--- src/rtl/turtle_debug_scanner.sv ---
// Debug memory scanner: walks a register, dmem or imem window through the CPU
// debug read ports and streams one word per handshake.
module turtle_debug_scanner #(
  parameter int DATA_W         = 8,
  parameter int INST_W         = 16,
  parameter int D_ADDR_W       = 12,
  parameter int I_ADDR_W       = 12,
  parameter int REG_ADDR_WIDTH = 4
) (
  input  logic                      clk,
  input  logic                      reset,
  input  logic                      start,
  input  logic                      abort,
  input  logic [1:0]                space,
  input  logic [11:0]               start_addr,
  input  logic [12:0]               count,
  output logic                      busy,
  output logic                      done,
  output logic                      error,
  output logic                      debug_enable,
  output logic [REG_ADDR_WIDTH-1:0] reg_debug_addr,
  input  logic [DATA_W-1:0]         reg_debug_rdata,
  output logic [D_ADDR_W-1:0]       dmem_debug_addr,
  input  logic [DATA_W-1:0]         dmem_debug_rdata,
  output logic [I_ADDR_W-1:0]       imem_debug_addr,
  input  logic [INST_W-1:0]         imem_debug_rdata,
  output logic                      out_valid,
  input  logic                      out_ready,
  output logic [INST_W-1:0]         out_data,
  output logic [11:0]               out_addr,
  output logic                      out_last
);

  // state  | meaning
  // IDLE   | waiting for start, validates the request
  // ADDR   | address driven onto the selected debug port
  // SAMPLE | debug read settling, rdata captured at end of cycle
  // OUT    | word presented on the stream, waiting for out_ready
  // DONE   | one-cycle completion pulse
  typedef enum logic [2:0] {IDLE, ADDR, SAMPLE, OUT, DONE} state_t;

  localparam logic [11:0] REG_MASK = 12'((13'd1 << REG_ADDR_WIDTH) - 13'd1);
  localparam logic [11:0] D_MASK   = 12'((13'd1 << D_ADDR_W) - 13'd1);
  localparam logic [11:0] I_MASK   = 12'((13'd1 << I_ADDR_W) - 13'd1);

  state_t      state;
  logic [1:0]  space_q;
  logic [11:0] addr_q;
  logic [12:0] remaining;

  logic                      req_bad;
  logic [1:0]                launch_space;
  logic [11:0]               launch_base;
  logic [11:0]               launch_addr;
  logic [REG_ADDR_WIDTH-1:0] reg_addr_n;
  logic [D_ADDR_W-1:0]       dmem_addr_n;
  logic [I_ADDR_W-1:0]       imem_addr_n;
  logic [INST_W-1:0]         sel_rdata;

  assign req_bad = (space == 2'd3) || (count == 13'd0) ||
                   ((space == 2'd0) && (count > 13'd16)) || (count > 13'd4096);

  // Address for the next ADDR entry: either the fresh start or the next word,
  // wrapped to the width of the space being scanned.
  always_comb begin
    launch_space = (state == IDLE) ? space : space_q;
    launch_base  = (state == IDLE) ? start_addr : addr_q + 12'd1;
    case (launch_space)
      2'd0:    launch_addr = launch_base & REG_MASK;
      2'd1:    launch_addr = launch_base & D_MASK;
      default: launch_addr = launch_base & I_MASK;
    endcase
    reg_addr_n  = '0;
    dmem_addr_n = '0;
    imem_addr_n = '0;
    case (launch_space)
      2'd0:    reg_addr_n  = launch_addr[REG_ADDR_WIDTH-1:0];
      2'd1:    dmem_addr_n = launch_addr[D_ADDR_W-1:0];
      default: imem_addr_n = launch_addr[I_ADDR_W-1:0];
    endcase
  end

  always_comb begin
    case (space_q)
      2'd0:    sel_rdata = INST_W'(reg_debug_rdata);
      2'd1:    sel_rdata = INST_W'(dmem_debug_rdata);
      default: sel_rdata = imem_debug_rdata;
    endcase
  end

  always_ff @(posedge clk) begin
    if (reset) begin
      state           <= IDLE;
      space_q         <= '0;
      addr_q          <= '0;
      remaining       <= '0;
      busy            <= 1'b0;
      done            <= 1'b0;
      error           <= 1'b0;
      debug_enable    <= 1'b0;
      reg_debug_addr  <= '0;
      dmem_debug_addr <= '0;
      imem_debug_addr <= '0;
      out_valid       <= 1'b0;
      out_data        <= '0;
      out_addr        <= '0;
      out_last        <= 1'b0;
    end else begin
      done  <= 1'b0;
      error <= 1'b0;
      if (abort && (state == ADDR || state == SAMPLE || state == OUT)) begin
        // Abort outranks a same-cycle handshake and never produces done.
        state           <= IDLE;
        busy            <= 1'b0;
        debug_enable    <= 1'b0;
        out_valid       <= 1'b0;
        reg_debug_addr  <= '0;
        dmem_debug_addr <= '0;
        imem_debug_addr <= '0;
      end else begin
        case (state)
          IDLE: begin
            if (start) begin
              if (req_bad) begin
                error <= 1'b1;
              end else begin
                state           <= ADDR;
                space_q         <= space;
                addr_q          <= launch_addr;
                remaining       <= count;
                busy            <= 1'b1;
                debug_enable    <= 1'b1;
                reg_debug_addr  <= reg_addr_n;
                dmem_debug_addr <= dmem_addr_n;
                imem_debug_addr <= imem_addr_n;
              end
            end
          end
          ADDR: state <= SAMPLE;
          SAMPLE: begin
            state     <= OUT;
            out_valid <= 1'b1;
            out_data  <= sel_rdata;
            out_addr  <= addr_q;
            out_last  <= (remaining == 13'd1);
          end
          OUT: begin
            if (out_ready) begin
              out_valid <= 1'b0;
              if (out_last) begin
                state           <= DONE;
                done            <= 1'b1;
                busy            <= 1'b0;
                debug_enable    <= 1'b0;
                reg_debug_addr  <= '0;
                dmem_debug_addr <= '0;
                imem_debug_addr <= '0;
              end else begin
                state           <= ADDR;
                addr_q          <= launch_addr;
                remaining       <= remaining - 13'd1;
                reg_debug_addr  <= reg_addr_n;
                dmem_debug_addr <= dmem_addr_n;
                imem_debug_addr <= imem_addr_n;
              end
            end
          end
          DONE: state <= IDLE;
          default: state <= IDLE;
        endcase
      end
    end
  end

endmodule

--- config.mk ---
export PLATFORM = sky130hd
export DESIGN_NAME = turtle_debug_scanner
export DESIGN_NICKNAME = d
export VERILOG_FILES = /design/src/rtl/turtle_debug_scanner.sv
export SDC_FILE = /design/constraint.sdc
export NUM_CORES = 1
export LEC_CHECK = 0
export BUFFER_PORTS_ARGS = -buffer_cell sky130_fd_sc_hd__buf_4
export CAP_MARGIN = 10
export CORE_MARGIN = 2
export CORE_UTILIZATION = 40
export DETAILED_ROUTE_END_ITERATION = 12
export MAX_ROUTING_LAYER = met4
export PLACE_DENSITY = 0.69
export SLEW_MARGIN = 20
export SYNTH_ARGS = -nofsm -noshare
export SYNTH_HDL_FRONTEND = slang
export SYNTH_SLANG_ARGS = --single-unit
--- constraint.sdc ---
create_clock -name clk -period 5.7 [get_ports clk]
set_input_delay 0.855 -clock clk [delete_from_list [all_inputs] [get_ports clk]]
set_output_delay 0.855 -clock clk [all_outputs]
set_load 0.005 [all_outputs]
Yosys cells after proc, flatten, opt, wreduce, memory -nomap -nowiden --
Cells that the tools add are included.
Storage, ports and cells: register bits after elaboration 91, word-level logic and storage cells 107
Operators by class: add/sub/neg operators 2, $lt $le $gt $ge 2, equal/unequal tests 12, muxes and demuxes 46, bitwise gates (word level) 6, reductions and logical operators 25
Operator list (count):
- $mux 12 | 16
- $pmux 12 s2 | 3
- $mux 13 | 4
- $pmux 16 s2 | 1
- $pmux 13 s2 | 1
- $mux 4 | 5
- $eq 13x1->1 const B | 1
- $gt 13x13->1 const B | 1
- $gt 13x5->1 const B | 1
- $logic_not 13->1 | 1
- $sub 13x1->13 const B | 1
- $add 12x1->12 const B | 1
- $mux 3 | 4
- $pmux 3 s4 | 1
- $ne 2x2->1 const B | 5
- $pmux 4 s2 | 1
- $reduce_and 4->1 | 2
- $reduce_or 4->1 | 2
- $mux 1 | 7
- $eq 3x2->1 const B | 2
- $logic_not 2->1 | 3
- $not 1->1 | 6
- $reduce_and 6->1 | 1
- $logic_or 1x1->1 | 5
- 12 further kinds | 18

Depth between registers and ports, before layout --
Gate-level depths: netlist (run 1).
depth in word-level cells 8, gate-level depth with buffers 9, depth with buffers taken out 7

Worst setup path before layout (run 1) --
OpenSTA, ideal clock, no wires.
path kind input to register, from input count[11], to register dmem_debug_addr[8], library setup time 0.117 ns, arrival time 2.360 ns, required time 5.583 ns, slack 3.223 ns, stages on the path 8, buffers on the path 2, path through nor4_1 nand4_1 and4_1 buf_4 a22oi_4 buf_2 nor2_1 a32o_1
Between the ends: cells in the longest elaborated chain, start to end 6
Ends and longest elaborated chain:
- start: declaration | line 16 | input logic [12:0] count,
- $gt 13x5->1 or $logic_not 13->1 (tied branches) | line 61, 60
- $logic_and 1x1->1 or $logic_or 1x1->1 (tied branches) | line 61, 60
- $logic_or 1x1->1 | line 60 | assign req_bad = (space == 2'd3) || (count == 13'd0) ||
- $logic_or 1x1->1 (*) | line 61 | ((space == 2'd0) && (count > 13'd16)) || (count > 13'd4096);
- $ne 2x2->1 (no source line) (*)
- $reduce_and 4->1 (no source line) (*)
- end signal: assignment | line 134 | dmem_debug_addr <= dmem_addr_n;
- end signal: assignment | line 163 | dmem_debug_addr <= dmem_addr_n;
- end: declaration | line 23 | output logic [D_ADDR_W-1:0] dmem_debug_addr,
Every way passes the cells marked *; elsewhere a longest branch is shown, timed or not. A chain may end at the register's enable or synchronous reset.

Worst setup path in the final report (run 1) --
from register state[1], to register remaining[0]
Between the ends: cells in the longest elaborated chain, start to end 6
Ends and longest elaborated chain:
- start: declaration | line 46 | state_t state;
- start signal: assignment | line 93 | state <= IDLE;
- start signal: assignment | line 113 | state <= IDLE;
- start signal: assignment | line 127 | state <= ADDR;
- $eq 3x1->1 or $eq 3x2->1 (tied branches) | line 111 | if (abort && (state == ADDR || state == SAMPLE || state == OUT)) begin
- $logic_or 1x1->1 (2 in series) | line 111
- $logic_and 1x1->1 | line 111
- $not 1->1 (no source line)
- $reduce_and 6->1 (no source line)
- end signal: assignment | line 130 | remaining <= count;
- end signal: assignment | line 161 | remaining <= remaining - 13'd1;
- end: declaration | line 49 | logic [12:0] remaining;
Several ways; a longest one is shown, not always the timed one.

==> impl_metrics.json, run 1 <==
{
  "pre_cts_slack_ps": 2400,
  "root_buffer": "clkbuf_8",
  "drt-total-wl_um": 11700,
  "start_kind": "register",
  "hp-class": "reg -> reg",
  "p_per_area_nw_per_um2": 322,
  "dp_cells": 778,
  "yosysWarnings": 0,
  "fin_util_pct": 53.2,
  "layout-drive-gt1-share_pct": 23.4,
  "hold_slack_ps": 460,
  "final_cell_mix": "128 x buf_4, 117 x nand2_1, 91 x dfxtp_1",
  "numCtsBuffers": 9,
  "cts_setup_buffers": 0,
  "status": "complete, no violations",
  "synth_seq_cells": 91,
  "die_w_um": 108,
  "gp_congestion": 0.850,
  "cp.arrival_ps": 3060,
  "drt_iter0_markers": 223,
  "dp.final_hpwl_um": 8330,
  "path_max_fanout": 33,
  "synth_edf_count": 0,
  "routedWlPerCell_um": 14.7,
  "antenna_found_initial": 0,
  "via_count": 4269,
  "rsz0062_at_grt": "false",
  "final_common_cell": "buf_4",
  "syn-num-nets": 616,
  "finalMaxSlewViolations": 0,
  "grtUsageTotal_pct": 20.6,
  "syn_avg_cell_area_um2": 7.86,
  "ios": 126,
  "timing.final.ws_setup_ps": 2900,
  "num_antenna_cells": 0,
  "synthFlopType": "dfxtp_1",
  "hold_viol": 0,
  "rows": 37,
  "die_h_um": 108,
  "setup-tns-final_ps": 0,
  "drc": 0,
  "grt_pass1_vias": 3900,
  "grt-ovfl-total": 0,
  "p_leak_uw": 0.00216,
  "die_area_um2": 11600,
  "slew_headroom_pct": 31.9,
  "fin_skew_ps": 25.8,
  "synth_area_um2": 4320,
  "initial_core_util_pct": 41.4,
  "finalNonFillerCells": 795,
  "crit_path_end_kind": "register",
  "timing.final.crit_period_ps": 2800,
  "clk_pin_slew_ps": 100,
  "final_antenna_net_count": 0,
  "area_growth_pct": 28.4,
  "synth_seq_area_share_pct": 42.2,
  "n_fill_cell": 1005,
  "seqCellArea_um2": 1820,
  "syn_inst": 549,
  "nets": 721,
  "drtPass1Iterations": 5,
  "cts_tree": "done",
  "max-vdd-ir-drop_mv": 0.158,
  "async_flop_share_pct": 0,
  "clock_path_buffers": 2,
  "postCtsResizedCells": 0,
  "path_class": "reg -> reg",
  "grt_first_pass_wirelength_um": 18700,
  "ys_types": 49,
  "cts-hold-fix-buffers": 0,
  "cts_sinks": 91,
  "max_freq_ghz": 0.357,
  "cts_htree_levels": 3,
  "multi_input_area_um2": 2290,
  "port_buffers": 125,
  "required_ps": 5960,
  "grt_start_max_net_pins": 60,
  "clock_latency_ps": 370,
  "period_share_pct": 49.1,
  "setup_viol": 0,
  "via_per_inst": 5.37,
  "cap_viol_max_count": 0,
  "core_area_um2": 10400,
  "worst_pin_slew_ps": 1010
}
## path summary, 6_finish.rpt
path,startpoint,to,slack (ps),cells after the start
setup / recovery,state[1]$_SDFFE_PP0P_,remaining[0]$_SDFFE_PP0P_,2900,6
hold / removal,out_addr[9]$_SDFFE_PP0P_,out_addr[9]$_SDFFE_PP0P_,460,2
setup reg to reg,state[1]$_SDFFE_PP0P_,remaining[0]$_SDFFE_PP0P_,2900,6
hold reg to reg,out_addr[9]$_SDFFE_PP0P_,out_addr[9]$_SDFFE_PP0P_,460,2
## metal layers
layer / wire length [um] / vias up / track usage [%] / part of all wire, %
met2: 5870 / 113 / 33.9 / 50
met3: 466 / 17 / 3.27 / 4.0
li1: - / 2141 / - / -
met5: 0 / - / - / 0
met1: 5160 / 1998 / 25.8 / 44
met4: 206 / 0 / 6.87 / 1.8
## power breakdown
part / switching, uW / total (uW) / internal (uW)
sequential: 54.8 / 739 / 684
combinational: 314 / 511 / 197
clock: 239 / 534 / 295
## registers in the layout, summed over array words and instances (netlist names)
name	count
dmem_debug_addr	12
done	1
out_addr	12
debug_enable	1
remaining	13
out_valid	1
imem_debug_addr	12
space_q	2
addr_q	12
out_data	16
reg_debug_addr	4
error	1
state	3
out_last	1
## critical path, cell delays in order, from the launching register on
cell and delay (ps):
dfxtp_1 460, and2b_1 220, nand2_1 590, nor3b_1 540
a21o_1 480, o21ai_0 170, a211oi_1 260
## synth_stat cells, types with 2 or more instances
master    instances  share of area (%)
a32o_1            6                1.4
a31oi_1           2               0.29
nor2_1           36                3.1
or3_1            25                3.6
nor3b_1           4               0.70
a21oi_1          82                9.5
or3b_1            6                1.2
dfxtp_1          91                 42
a21o_1            3               0.52
nand2_1         117                 10
nor4_1           13                1.9
buf_6             3               0.78
inv_1             8               0.70
a22o_1            2               0.41
mux2i_1          16                3.7
nand2b_1          5               0.72
buf_4             6                1.0
nand4_1           4               0.58
buf_2             5               0.58
xor2_1            4               0.81
clkbuf_1         21                1.8
nor3_1            6               0.70
o31ai_1           3               0.52
o21ai_0          25                2.9
ha_1              3               0.87
o41ai_1           3               0.61
xnor2_1           6                1.2
a211oi_1          6                1.0
nand3_1          18                2.1
## cells by family (layout without fill, tap and decap cells)
group                    after synthesis  after routing  share of synthesized area, %
multiplexers                          17             17                          3.97
AO/OA/AOI/OAI                        141            141                          19.2
flip-flops                            91             91                          42.2
AND/OR/NAND/NOR                      244            244                          26.8
buffers and inverters                 43            153                          4.93
XOR/XNOR                              10             10                          2.03
adder cells (fa/ha/maj)                3              3                         0.870
## through the flow
stage	cell area (um2)	total power, uW
6_report	5540	1780
5_1_grt	5540	1890
4_1_cts	5510	1790
3_5_place_dp	5270	1250
3_3_place_gp	5270	1240
2_1_floorplan	4320	1090
## cell type report
| type | count | share of cell area [%] |
|---|---|---|
| inverters | 8 | 0.542 |
| multi-input cells | 415 | 41.3 |
| well taps | 136 | 3.07 |
| flip-flops and latches | 91 | 32.9 |
| repair buffers | 129 | 17.8 |
| clock buffers | 9 | 2.24 |
| clock inverters | 7 | 2.19 |
Power figures use the tool's default switching activity.
==> inputs of run 2 (changes only) <==
--- a/config.mk
+++ b/config.mk
@@ -5,13 +5,14 @@
 export SDC_FILE = /design/constraint.sdc
 export NUM_CORES = 1
 export LEC_CHECK = 0
+export ABC_AREA = 1
 export BUFFER_PORTS_ARGS = -buffer_cell sky130_fd_sc_hd__buf_4
 export CAP_MARGIN = 10
 export CORE_MARGIN = 2
 export CORE_UTILIZATION = 40
 export DETAILED_ROUTE_END_ITERATION = 12
 export MAX_ROUTING_LAYER = met4
-export PLACE_DENSITY = 0.69
+export PLACE_DENSITY = 0.71
 export SLEW_MARGIN = 20
 export SYNTH_ARGS = -nofsm -noshare
 export SYNTH_HDL_FRONTEND = slang
==> constraint.sdc (replaced) <==
create_clock -name clk -period 2.3 [get_ports clk]
set_input_delay 0.345 -clock clk [delete_from_list [all_inputs] [get_ports clk]]
set_output_delay 0.345 -clock clk [all_outputs]
set_load 0.005 [all_outputs]
==> run 2 against run 1 <==
Die area increased by 12%. First-iteration DRC count increased by 77%. Synthesized area is 12% higher. Largest power group is now combinational logic. Routed wire length rose by 15%. Setup slack worse by 2600 ps. Total power grew to 4.3 times the previous value. Cell area grew 12%.
==> impl_metrics.json, run 2 <==
{
  "use_met2_pct": 32.8,
  "rsz0062_at_grt": "false",
  "fin_util_pct": 52.0,
  "antenna_found_initial": 0,
  "synth_edf_count": 0,
  "period_share_pct": 86.7,
  "clk_pin_slew_ps": 60,
  "p_per_area_nw_per_um2": 1230,
  "gp_congestion": 0.893,
  "cts_setup_buffers": 0,
  "worst_pin_slew_ps": 613,
  "synth_area_leaders": "dfxtp_1 38%, nand2_1 17%, nor2_1 7.6%, a21oi_1 7.2%, inv_1 5.5%",
  "path_class": "reg -> reg",
  "pre_cts_slack_ps": 337,
  "synth_top_area_cell": "dfxtp_1",
  "top_regs": "out_data (16), remaining (13)",
  "layout-drive-gt1-share_pct": 20.8,
  "use_met3_pct": 4.92,
  "busiest_layer": "met2",
  "max-vdd-ir-drop_mv": 0.596,
  "timing.final.crit_period_ps": 1990,
  "drt-total-wl_um": 13500,
  "path_delay_family": "simple AND/OR/NAND/NOR gates",
  "hold_viol": 0,
  "timing.final.ws_setup_ps": 307,
  "power_uw": 7580,
  "slowest_delay_ps": 380,
  "die_area_um2": 13000,
  "ys_types": 36,
  "cts_htree_levels": 3,
  "clock_latency_ps": 340,
  "r2r_slack_ps": 310,
  "path_max_fanout": 27,
  "numCtsBuffers": 9,
  "finalMaxSlewViolations": 0,
  "setup_viol": 0,
  "hp-class": "in -> reg",
  "synth_commonest_cells": "223 x nand2_1, 98 x nor2_1, 91 x dfxtp_1",
  "slew_headroom_pct": 59.0,
  "netlist.area_leader.share_pct": 37.6,
  "final_antenna_net_count": 0,
  "postCtsResizedCells": 0,
  "via_per_inst": 4.99,
  "setup-tns-final_ps": 0,
  "rows": 40,
  "max_freq_ghz": 0.502,
  "yosysMostFrequentCell": "nand2_1",
  "area_growth_pct": 27.6,
  "via_count": 5097,
  "yosysWarnings": 0,
  "grt_first_pass_wirelength_um": 22500,
  "grt-ovfl-total": 0,
  "port_buffers": 125,
  "final_common_cell": "nand2_1",
  "status": "complete, no violations",
  "grt_pass1_vias": 4686,
  "path_cells": "nor2_2 > nand2_4 > o21ai_2 > inv_2 > nor2_1 > buf_4 > nand4_1 > a21oi_1",
  "largest_reg_flops": 16,
  "grt_start_max_net_pins": 37,
  "cts_sinks": 91,
  "p_leak_uw": 0.00281,
  "die_h_um": 114,
  "syn_inst": 756,
  "grtUsageTotal_pct": 22.0,
  "drt_iter0_markers": 395,
  "synthFlopType": "dfxtp_1",
  "initial_core_util_pct": 40.7,
  "crit_path_end_kind": "register",
  "clock_path_buffers": 2,
  "synth_area_um2": 4850,
  "core_area_um2": 11900,
  "fin_skew_ps": 6.77,
  "cts_tree": "done",
  "syn-num-nets": 823,
  "path_buf_inv": 2,
  "dp.final_hpwl_um": 9970,
  "syn_avg_cell_area_um2": 6.41,
  "num_antenna_cells": 0,
  "nets": 939,
  "synth_seq_area_share_pct": 37.6,
  "worst_path_max_delay_cell": "nor2_1",
  "die_w_um": 114,
  "ios": 126,
  "drtPass1Iterations": 5,
  "cp.arrival_ps": 2260,
  "synth_seq_cells": 91,
  "routedWlPerCell_um": 13.2,
  "cts-hold-fix-buffers": 0,
  "final_cell_mix": "223 x nand2_1, 144 x buf_4, 98 x nor2_1",
  "start_kind": "register",
  "required_ps": 2570,
  "hold_slack_ps": 285,
  "async_flop_share_pct": 0,
  "top_register": "out_data",
  "root_buffer": "clkbuf_16",
  "cap_viol_max_count": 0,
  "gr-usage-met1_pct": 30.6,
  "drc": 0
}
==> run 2: cell type report <==
type | instances | area (um2)
Inverter | 79 | 297
Fill cell | 1257 | 5720
Timing Repair Buffer | 144 | 1080
Clock inverter | 2 | 37.5
Clock buffer | 12 | 246
Tap cell | 147 | 184
Sequential cell | 91 | 1820
Multi-Input combinational cell | 547 | 2520
==> run 2: report_power, final <==
group | internal, uW | leakage [uW] | total (uW) | switching, uW
combinational | 1360 | 0.00194 | 3800 | 2440
sequential | 1980 | 0.000740 | 2330 | 354
clock | 861 | 0.000135 | 1450 | 587
total | 4200 | 0.00281 | 7580 | 3380
==> run 2: metal layers <==
| layer | vias up | routed length [um] |
|---|---|---|
| met5 | - | 0 |
| met2 | 170 | 5950 |
| met4 | 0 | 150 |
| li1 | 2666 | - |
| met3 | 14 | 881 |
| met1 | 2247 | 6510 |
==> run 2: path summary, 6_finish.rpt <==
check,from,to,cells past startpoint
worst min-delay path,imem_debug_rdata[15],out_data[15]$_SDFFE_PP0P_,3
worst max register to register,state[0]$_SDFFE_PP0P_,imem_debug_addr[1]$_SDFFE_PP0P_,8
worst min register to register,out_addr[11]$_SDFFE_PP0P_,out_addr[11]$_SDFFE_PP0P_,2
worst max-delay path,state[0]$_SDFFE_PP0P_,imem_debug_addr[1]$_SDFFE_PP0P_,8
==> run 2: metrics by stage <==
stage / instance area (um2) / std cells
3_3_place_gp: 5900 / 1008
6_report: 6190 / 1022
5_1_grt: 6190 / 1022
3_5_place_dp: 5900 / 1008
2_1_floorplan: 4850 / 756
4_1_cts: 6190 / 1022
==> run 2: tightest hold or removal path, stage by stage <==
cell	delay (ps)
buf_4	100
nand4_1	70
a21oi_1	50
==> run 2: cell families after synthesis <==
family / after synthesis / share of synthesized area, %
AND/OR/NAND/NOR: 432 / 38.4
buffers and inverters: 118 / 10.4
XOR/XNOR: 1 / 0.181
flip-flops: 91 / 37.6
adder cells (fa/ha/maj): 3 / 0.774
AO/OA/AOI/OAI: 111 / 12.6
==> inputs of run 3 (changes only) <==
--- a/config.mk
+++ b/config.mk
@@ -5,14 +5,14 @@
 export SDC_FILE = /design/constraint.sdc
 export NUM_CORES = 1
 export LEC_CHECK = 0
-export ABC_AREA = 1
+export ABC_AREA = 0
 export BUFFER_PORTS_ARGS = -buffer_cell sky130_fd_sc_hd__buf_4
 export CAP_MARGIN = 10
 export CORE_MARGIN = 2
 export CORE_UTILIZATION = 40
 export DETAILED_ROUTE_END_ITERATION = 12
 export MAX_ROUTING_LAYER = met4
-export PLACE_DENSITY = 0.71
+export PLACE_DENSITY = 0.72
 export SLEW_MARGIN = 20
 export SYNTH_ARGS = -nofsm -noshare
 export SYNTH_HDL_FRONTEND = slang
==> run 3 against run 2 <==
Die area is 11% lower. Global-route usage is 0.85 points lower. Total power is 43% lower. Setup slack worse by 160 ps. Maximum frequency is 7.4% lower. Final cell count is 19% lower. Non-clock buffer count is 13 higher. Sequential share of layout area is 2.4 points higher. Via count is 14% lower. Clock power is 21% lower. Largest cell class unchanged. Highest routed layer unchanged.
==> impl_metrics.json, run 3 (same netlist as run 1, synthesis figures left out) <==
{
  "status": "complete, no violations",
  "root_buffer": "clkbuf_8",
  "grt_first_pass_wirelength_um": 19100,
  "slew_headroom_pct": 57.2,
  "via_count": 4404,
  "drc": 0,
  "required_ps": 2560,
  "die_w_um": 108,
  "fin_util_pct": 55.0,
  "worst_path_max_delay_cell": "a22oi_4",
  "path_cells": "buf_4 > nor4_1 > nand4_1 > and4_1 > a22oi_4 > buf_12 > nor2_1 > a32o_1",
  "start_kind": "primary input",
  "clock_latency_ps": 370,
  "top_regs": "out_data (16), remaining (13)",
  "cap_viol_max_count": 0,
  "nets": 749,
  "clk_pin_slew_ps": 90,
  "top_register": "out_data",
  "clock_path_buffers": 2,
  "finalMaxSlewViolations": 0,
  "rsz0062_at_grt": "false",
  "grtUsageTotal_pct": 21.1,
  "setup-tns-final_ps": 0,
  "max-vdd-ir-drop_mv": 0.334,
  "antenna_found_initial": 0,
  "gp_congestion": 0.827,
  "area_growth_pct": 32.6,
  "path_class": "in -> reg",
  "ios": 126,
  "grt_pass1_vias": 3912,
  "power_uw": 4340,
  "post_dp_cell_area_um2": 5500,
  "p_per_area_nw_per_um2": 758,
  "drt-total-wl_um": 11900,
  "via_per_inst": 5.35,
  "cts_sinks": 91,
  "drt_iter0_markers": 252,
  "initial_core_util_pct": 41.4,
  "final_cell_mix": "156 x buf_4, 117 x nand2_1, 91 x dfxtp_1",
  "setup_viol": 0,
  "hold_viol": 0,
  "cts_htree_levels": 3,
  "fin_area_um2": 5720,
  "max_freq_ghz": 0.464,
  "timing.final.crit_period_ps": 2150,
  "slowest_delay_ps": 580,
  "worst_pin_slew_ps": 636,
  "fin_skew_ps": 17.6,
  "die_area_um2": 11600,
  "path_delay_family": "simple AND/OR/NAND/NOR gates",
  "p_leak_uw": 0.00228,
  "numCtsBuffers": 9,
  "drtPass1Iterations": 4,
  "grt_start_max_net_pins": 58,
  "path_buf_inv": 2,
  "path_max_fanout": 29,
  "num_antenna_cells": 0,
  "core_area_um2": 10400,
  "cp.arrival_ps": 2410,
  "port_buffers": 125,
  "die_h_um": 108,
  "cts_tree": "done",
  "rows": 37,
  "period_share_pct": 93.6,
  "hp-class": "in -> reg",
  "dp.final_hpwl_um": 8780,
  "routedWlPerCell_um": 14.4,
  "cts-hold-fix-buffers": 0,
  "final_common_cell": "buf_4",
  "crit_path_end_kind": "register",
  "grt-ovfl-total": 0,
  "final_antenna_net_count": 0,
  "largest_reg_flops": 16,
  "layout-drive-gt1-share_pct": 26.6
}
## run 3: through the flow
stage / worst slack (ps) / std cells / hold WS [ps]
detailed placement: -264 / 807 / 444
global placement: -140 / 807 / 440
finish: 146 / 823 / 252
floorplan: 333 / 549 / 448
global route: 9.59 / 823 / 234
CTS: 129 / 823 / 234
## run 3: worst paths after layout
kind,start,to,slack [ps],cells after the start
worst min-delay path,imem_debug_rdata[13],out_data[13]$_SDFFE_PP0P_,250,3
worst max-delay path,count[3],imem_debug_addr[8]$_SDFFE_PP0P_,150,8
worst min register to register,out_data[9]$_SDFFE_PP0P_,out_data[9]$_SDFFE_PP0P_,460,2
worst max register to register,addr_q[0]$_SDFFE_PP0P_,imem_debug_addr[10]$_SDFFE_PP0P_,190,7
## run 3: report_power, final
part | switching [uW] | leakage [uW] | internal [uW]
clock | 578 | 0.000106 | 566
combinational | 826 | 0.00143 | 556
sequential | 115 | 0.000736 | 1700
## run 3: layout make-up
cell class | instances | area, um2
fill | 989 | 4690
multi-input combinational | 415 | 2300
sequential | 91 | 1820
timing repair buffer | 157 | 1190
tap | 136 | 170
clock buffer | 11 | 151
clock inverter | 5 | 60.1
inverter | 8 | 30.0
## run 3: per-layer routing
layer	vias to the layer above	GRT usage (%)	part of all wire, %
li1	2190	-	-
met1	2058	25.8	42
met2	139	35.1	50
met3	17	3.87	6.3
met4	0	7.14	1.8
met5	-	-	0
## run 3: repair_timing
action,CTS,global route
hold endpoints to repair,0,0
setup buffers,0,0
gates resized for setup,0,2
endpoints found under the setup margin,0,10
## run 3: worst reg2reg max path, cell delays in order, from the launching register on
cell	delay, ps
dfxtp_1	350
ha_1	190
nand3_1	190
nor4_1	340
xnor2_1	120
o21ai_0	300
or3b_1	400
a21oi_1	150
